<file path="src/rtl/imem_prog_loader.sv">
// imem_prog_loader
//   Run-time loadable instruction memory for the CPU fetch stage. A byte-wide
//   ready/valid loader stream is assembled MSB-first into INST_W-bit words and
//   written sequentially from address 0. Fetches are registered (one-cycle
//   latency) and return NOP_WORD for addresses at or beyond the loaded length.
//
//   State table
//     RUN  | fetches served, loader stalled (ld_ready=0)
//     LOAD | loader bytes accepted and assembled, fetches blocked
//     DONE | single-cycle ld_done pulse, then back to RUN
//
// Ports
//   clk, rst                 clock (rising edge), async active-high reset
//   load_start               pulse: begin (or restart) a program load at addr 0
//   ld_valid/ld_data/ld_last loader byte stream, ld_last marks final byte
//   ld_ready                 loader byte accepted when high with ld_valid
//   ld_err                   sticky: program exceeded memory depth
//   ld_done                  one-cycle pulse when a load finishes
//   prog_len                 number of valid words stored (0 .. 2**ADDR_W)
//   fetch_req/fetch_addr     fetch request and word address
//   fetch_rdy                fetch accepted this cycle
//   inst/inst_vld            fetched word (held) and its update pulse
module imem_prog_loader #(
  parameter int                ADDR_W   = 8,
  parameter int                INST_W   = 16,
  parameter logic [INST_W-1:0] NOP_WORD = '0
) (
  input  logic              clk,
  input  logic              rst,
  input  logic              load_start,
  input  logic              ld_valid,
  input  logic [7:0]        ld_data,
  input  logic              ld_last,
  output logic              ld_ready,
  output logic              ld_err,
  output logic              ld_done,
  output logic [ADDR_W:0]   prog_len,
  input  logic              fetch_req,
  input  logic [ADDR_W-1:0] fetch_addr,
  output logic              fetch_rdy,
  output logic [INST_W-1:0] inst,
  output logic              inst_vld
);

  localparam int DEPTH = 1 << ADDR_W;
  localparam int NB    = INST_W / 8;
  localparam int CNT_W = (NB > 1) ? $clog2(NB) : 1;

  typedef enum logic [1:0] {
    RUN  = 2'd0,
    LOAD = 2'd1,
    DONE = 2'd2
  } state_t;

  state_t state, state_nxt;

  logic [INST_W-1:0] mem [0:DEPTH-1];
  logic [INST_W-1:0] wbuf;
  logic [INST_W-1:0] next_buf;
  logic [INST_W-1:0] wr_word;
  logic [CNT_W-1:0]  byte_cnt;
  logic              enter_load;
  logic              accept;
  logic              full;
  logic              word_end;

  // Memory is full once prog_len reaches DEPTH (only the MSB is set).
  assign full = prog_len[ADDR_W];

  // A load_start cycle restarts the load; any byte presented with it is dropped.
  assign enter_load = load_start && (state == RUN || state == LOAD);
  assign accept     = ld_valid && ld_ready && !load_start;
  assign word_end   = accept && !full &&
                      (byte_cnt == CNT_W'(NB - 1) || ld_last);

  always_ff @(posedge clk or posedge rst) begin
    if (rst) state <= RUN;
    else     state <= state_nxt;
  end

  always_comb begin
    state_nxt = state;
    ld_ready  = 1'b0;
    ld_done   = 1'b0;
    fetch_rdy = 1'b0;
    case (state)
      RUN: begin
        fetch_rdy = 1'b1;
        if (load_start) state_nxt = LOAD;
      end
      LOAD: begin
        ld_ready = 1'b1;
        if (load_start)                   state_nxt = LOAD;
        else if (ld_valid && ld_last)     state_nxt = DONE;
      end
      DONE: begin
        ld_done   = 1'b1;
        state_nxt = RUN;
      end
      default: state_nxt = RUN;
    endcase
  end

  // Word assembly: shift the new byte in, then left-justify a short final word
  // so the missing low bytes come out as zero.
  always_comb begin
    next_buf = (wbuf << 8) | INST_W'(ld_data);
    wr_word  = next_buf << (8 * (NB - 1 - int'(byte_cnt)));
  end

  always_ff @(posedge clk or posedge rst) begin
    if (rst) begin
      prog_len <= '0;
      byte_cnt <= '0;
      wbuf     <= '0;
      ld_err   <= 1'b0;
    end else if (enter_load) begin
      prog_len <= '0;
      byte_cnt <= '0;
      wbuf     <= '0;
      ld_err   <= 1'b0;
    end else if (accept) begin
      if (full) begin
        ld_err <= 1'b1;
      end else if (word_end) begin
        prog_len <= prog_len + (ADDR_W + 1)'(1);
        byte_cnt <= '0;
        wbuf     <= '0;
      end else begin
        wbuf     <= next_buf;
        byte_cnt <= byte_cnt + CNT_W'(1);
      end
    end
  end

  // The write address is the low bits of prog_len; the full check above keeps
  // it from wrapping back onto word 0.
  always_ff @(posedge clk) begin
    if (word_end) mem[prog_len[ADDR_W-1:0]] <= wr_word;
  end

  always_ff @(posedge clk or posedge rst) begin
    if (rst) begin
      inst     <= NOP_WORD;
      inst_vld <= 1'b0;
    end else begin
      inst_vld <= fetch_req && fetch_rdy;
      if (fetch_req && fetch_rdy) begin
        if ({1'b0, fetch_addr} < prog_len) inst <= mem[fetch_addr];
        else                               inst <= NOP_WORD;
      end
    end
  end

endmodule

</file>
<file path="config.mk">
export PLATFORM = sky130hd
export DESIGN_NAME = imem_prog_loader
export DESIGN_NICKNAME = d
export VERILOG_FILES = /design/src/rtl/imem_prog_loader.sv
export SDC_FILE = /design/constraint.sdc
export NUM_CORES = 2
export LEC_CHECK = 0
export CORE_MARGIN = 1.5
export CORE_UTILIZATION = 44
export CTS_BUF_LIST = sky130_fd_sc_hd__clkbuf_16
export DETAILED_ROUTE_END_ITERATION = 6
export DONT_BUFFER_PORTS = 1
export HOLD_SLACK_MARGIN = 0.12
export PLACE_DENSITY = 0.57
export SLEW_MARGIN = 20
export SYNTH_ARGS = -nofsm -noshare
export SYNTH_HDL_FRONTEND = slang
export SYNTH_SLANG_ARGS = --single-unit
</file>
<file path="constraint.sdc">
create_clock -name clk -period 6.35 [get_ports clk]
set_input_delay 1.27 -clock clk [delete_from_list [all_inputs] [get_ports clk]]
set_output_delay 1.27 -clock clk [all_outputs]
set_load 0.005 [all_outputs]
</file>
==> flow_summary.toml <==
[logic_synthesis]
synth-xor-area-share_pct = 0.0330
synth_seq_cells = 4134
synth.mux.area_fraction_pct = 15.7
yosys.area_share.simple_pct = 1.91
synthesis.area_mm2 = 0.159
ys.flop_type = "edfxtp_1"
synth_edf_count = 4096
synth_top_area_share_pct = 77.3
synthTopCellsByArea = "edfxtp_1, mux4_2, mux2i_1, nor2_1, dfrtp_1"
syn-num-nets = 7240
yosys_warnings = 0
synthAdderAreaFrac_pct = 0.0865
syn_avg_cell_area_um2 = 22.1
synth-async-reset-ratio_pct = 0.919
ys_types = 77
synth_top_family_by_area = "multiplexers"
synth_seq_area_share_pct = 77.9
synth_compound_area_share_pct = 2.92
yosysTopAreaCell = "edfxtp_1"
synthCells = 7207

[global_routing]
globalRouteOverflowTotal = 0
grt_max_degree = 205
grt_pass1_wl_um = 637000
antenna_found_initial = 33
grt_pass1_vias = 78702
grtUsageTotal_pct = 25.1

[floorplanning]
floorplan.initialDensity_pct = 44.3
die-height_um = 604
core_mm2 = 0.359
num_io_pins = 52
dieArea_mm2 = 0.365
rows = 220
dieWidth_um = 604

[power_and_ir_drop]
combPwrFrac_pct = 5.6
power.internal_mw = 44.8
p_switching_mw = 12.5
clkPwrFrac_pct = 41.3
p_sw_share_pct = 21.8
ir_drop_mv = 0.242
power_density_mw_per_mm2 = 317
cellLeakagePower_nw = 57.6
p_seq_share_pct = 53.2

[setup_path]
slowest_stage = "a21oi_1"
crit_chain = "buf_16 -> buf_16 -> buf_16 -> buf_16 -> mux4_2 -> o22ai_1 -> nor4_1 -> a21oi_1 -> o221ai_1 -> a2bb2oi_1"
r2r_cells = 8
cp-end-kind = "register"
cpPeakStageDelay_ns = 0.98
critPathLaunchType = "input port"
critical_path_class = "in -> reg"
rrSetupSlack_ns = 1.49
cp_common_cell = "buf_16"
cp_data_arrival_time_ns = 6.34
crit_fanout = 132
crit_buf_inv = 4
cpLargestDelayFamily = "buffers and inverters"
r2r-end = "mem[14][15]$_DFFE_PP_"
rr_startpoint = "state[1]$_DFFE_PP0P_"
required_ns = 7.17

[cts]
cts_tree = "yes"
clk_latency_ns = 0.97
cts_buffers = 410
root_buffer = "clkbuf_16"
holdBufCountCts = 0
htree_levels = 5
clock-sinks = 4134
clockBufferDepth = 4
cts_resized = 0
worst_setup_hold_path_clk_slew_ns = 0.06
postCtsSetupRepairBufs = 0

[layout]
fill_cells = 28470
stdcell_count = 12809
num-nets-final = 7722
drive_gt1_share_pct = 27.6
syn2layout_area_growth_pct = 13.7

[routing]
finalWirelength_um = 461000
drt-initial-drc-count = 11231
vias = 79542
vias_per_cell = 6.21
dr.pass1.iters = 7
drc = 3
avgRoutedWirePerCell_um = 36.0
final_antenna_net_count = 0

[sta]
finalCritPeriodShare_pct = 86.9
final_max_slew_viol_count = 0
timing.fmax_mhz = 181
fin_crit_ns = 5.52
slew_headroom_pct = 11.5
finalHoldViolCount = 0
setup_tns_ns = 0
setup_viol = 0
fin_skew_ns = 0.0598
rsz0062_at_grt = "false"
tightestPinTransition_ns = 1.33

[hold_path]
hp-start = "load_start"
hold_class = "in -> reg"
worstHoldEndpoint = "state[1]$_DFFE_PP0P_"
holdPathStages = 1

[placed_design]
placedCellCount = 12047
gp_congestion = 0.855
io_buffers = 0
hpwl_um = 274000

[outcome]
outcome = "complete, but fails checks"
violations = "DRC"

[flow_run]
drv_cap = 0
==> metrics by stage <==
stage	util, %	hold slack (ns)	setup slack [ns]	instance area [um^2]	power (mW)
floorplan	-	0.467	0.986	159000	32.9
global placement	46.6	0.510	-0.285	168000	34.1
detailed placement	46.7	0.522	-0.219	168000	34.2
CTS	50.3	0.304	0.799	181000	57.6
global route	50.3	0.338	0.957	181000	58.7
finish	50.3	0.379	0.830	181000	57.3
==> final cells by class <==
cell class              instances  area, um^2  area share [%]
repair buffers                488        4330            2.39
multi-input cells            2641       33500            18.5
diodes                          7        17.5         0.00968
clock buffers                 419       10500            5.80
well taps                    4773        5970            3.30
inverters                      14        62.6          0.0346
flip-flops and latches       4134      124000            68.5
clock inverters               333        2560            1.41
==> cells in the final DEF (no fill, tap or decap), drive strengths merged, types with 25 or more instances in the layout <==
| cell | instances |
|---|---|
| a22o | 41 |
| mux4 | 954 |
| o22ai | 76 |
| a2111oi | 31 |
| nor2b | 36 |
| edfxtp | 4096 |
| nand3 | 30 |
| nand2 | 189 |
| a31oi | 25 |
| inv | 103 |
| o21ai | 59 |
| mux2i | 320 |
| a221oi | 42 |
| clkinv | 201 |
| buf | 487 |
| a21oi | 88 |
| nor2 | 309 |
| dfrtp | 38 |
| nor3 | 28 |
| o221ai | 42 |
| clkbuf | 419 |
| bufinv | 36 |
| a22oi | 107 |
==> state kept, by name, indices dropped and copies added (netlist names) <==
name,cells
byte_cnt,1
wbuf,8
prog_len,9
inst_vld,1
ld_err,1
inst,16
state,2
mem,4096
==> cell usage after synthesis, types with 11 or more instances <==
| library cell | count |
|---|---|
| edfxtp_1 | 4096 |
| mux4_2 | 954 |
| mux2i_1 | 320 |
| nor2_1 | 309 |
| nand2_1 | 188 |
| clkbuf_1 | 147 |
| buf_2 | 138 |
| a22oi_1 | 106 |
| a21oi_1 | 88 |
| o22ai_1 | 76 |
| buf_4 | 60 |
| o21ai_0 | 49 |
| buf_6 | 43 |
| a221oi_1 | 42 |
| o221ai_1 | 42 |
| a22o_1 | 41 |
| dfrtp_1 | 38 |
| nor2b_1 | 36 |
| nand3_1 | 30 |
| nor3_1 | 28 |
| a2111oi_0 | 27 |
| buf_1 | 27 |
| a31oi_1 | 25 |
| a211oi_1 | 21 |
| and2_1 | 21 |
| mux2_2 | 21 |
| nand4_1 | 14 |
| and3_1 | 13 |
| o31ai_1 | 13 |
| inv_1 | 12 |
| o2111ai_1 | 12 |
| a32oi_1 | 11 |
| ha_1 | 11 |
| o211ai_1 | 11 |
==> per-layer routing <==
layer  track usage [%]  vias up  share of wire, %
met1              36.2    43261                41
li1                  -    31522                 -
met5                 0        -             0.093
met4              6.92       18               3.0
met2              38.4     4098                46
met3              5.95      643                10
==> cells by family after synthesis <==
| group | Yosys count |
|---|---|
| and+or+nand+nor | 688 |
| muxes | 1296 |
| AOI/OAI and AO/OA | 640 |
| buffers and inverters | 432 |
| adders and majority gates | 11 |
| xor gates and xnor gates | 6 |
| DFF | 4134 |
==> how the worst max path moves through the flow <==
stage | from | to | slack, ns | cells after the start
after floorplan | ld_data[0] | mem[0][0]$_DFFE_PP_ | 0.99 | 1
after global placement | fetch_addr[1] | inst[6]$_DFFE_PP0P_ | -0.28 | 9
after detailed placement | fetch_addr[1] | inst[3]$_DFFE_PP0P_ | -0.22 | 10
after CTS | fetch_addr[1] | inst[3]$_DFFE_PP0P_ | 0.80 | 10
after global routing | fetch_addr[1] | inst[15]$_DFFE_PP0P_ | 0.96 | 10
final | fetch_addr[1] | inst[3]$_DFFE_PP0P_ | 0.83 | 10
==> power groups by stage <==
| stage | clock, mW | sequential, mW | combinational [mW] |
|---|---|---|---|
| finish | 23.6 | 30.5 | 3.19 |
| global route | 25.0 | 30.5 | 3.33 |
| CTS | 23.9 | 30.5 | 3.17 |
| detailed placement | 0 | 31.0 | 3.16 |
| global placement | 0 | 31.0 | 3.09 |
| floorplan | 0 | 31.1 | 1.78 |
(Power assumes the default switching activity.)
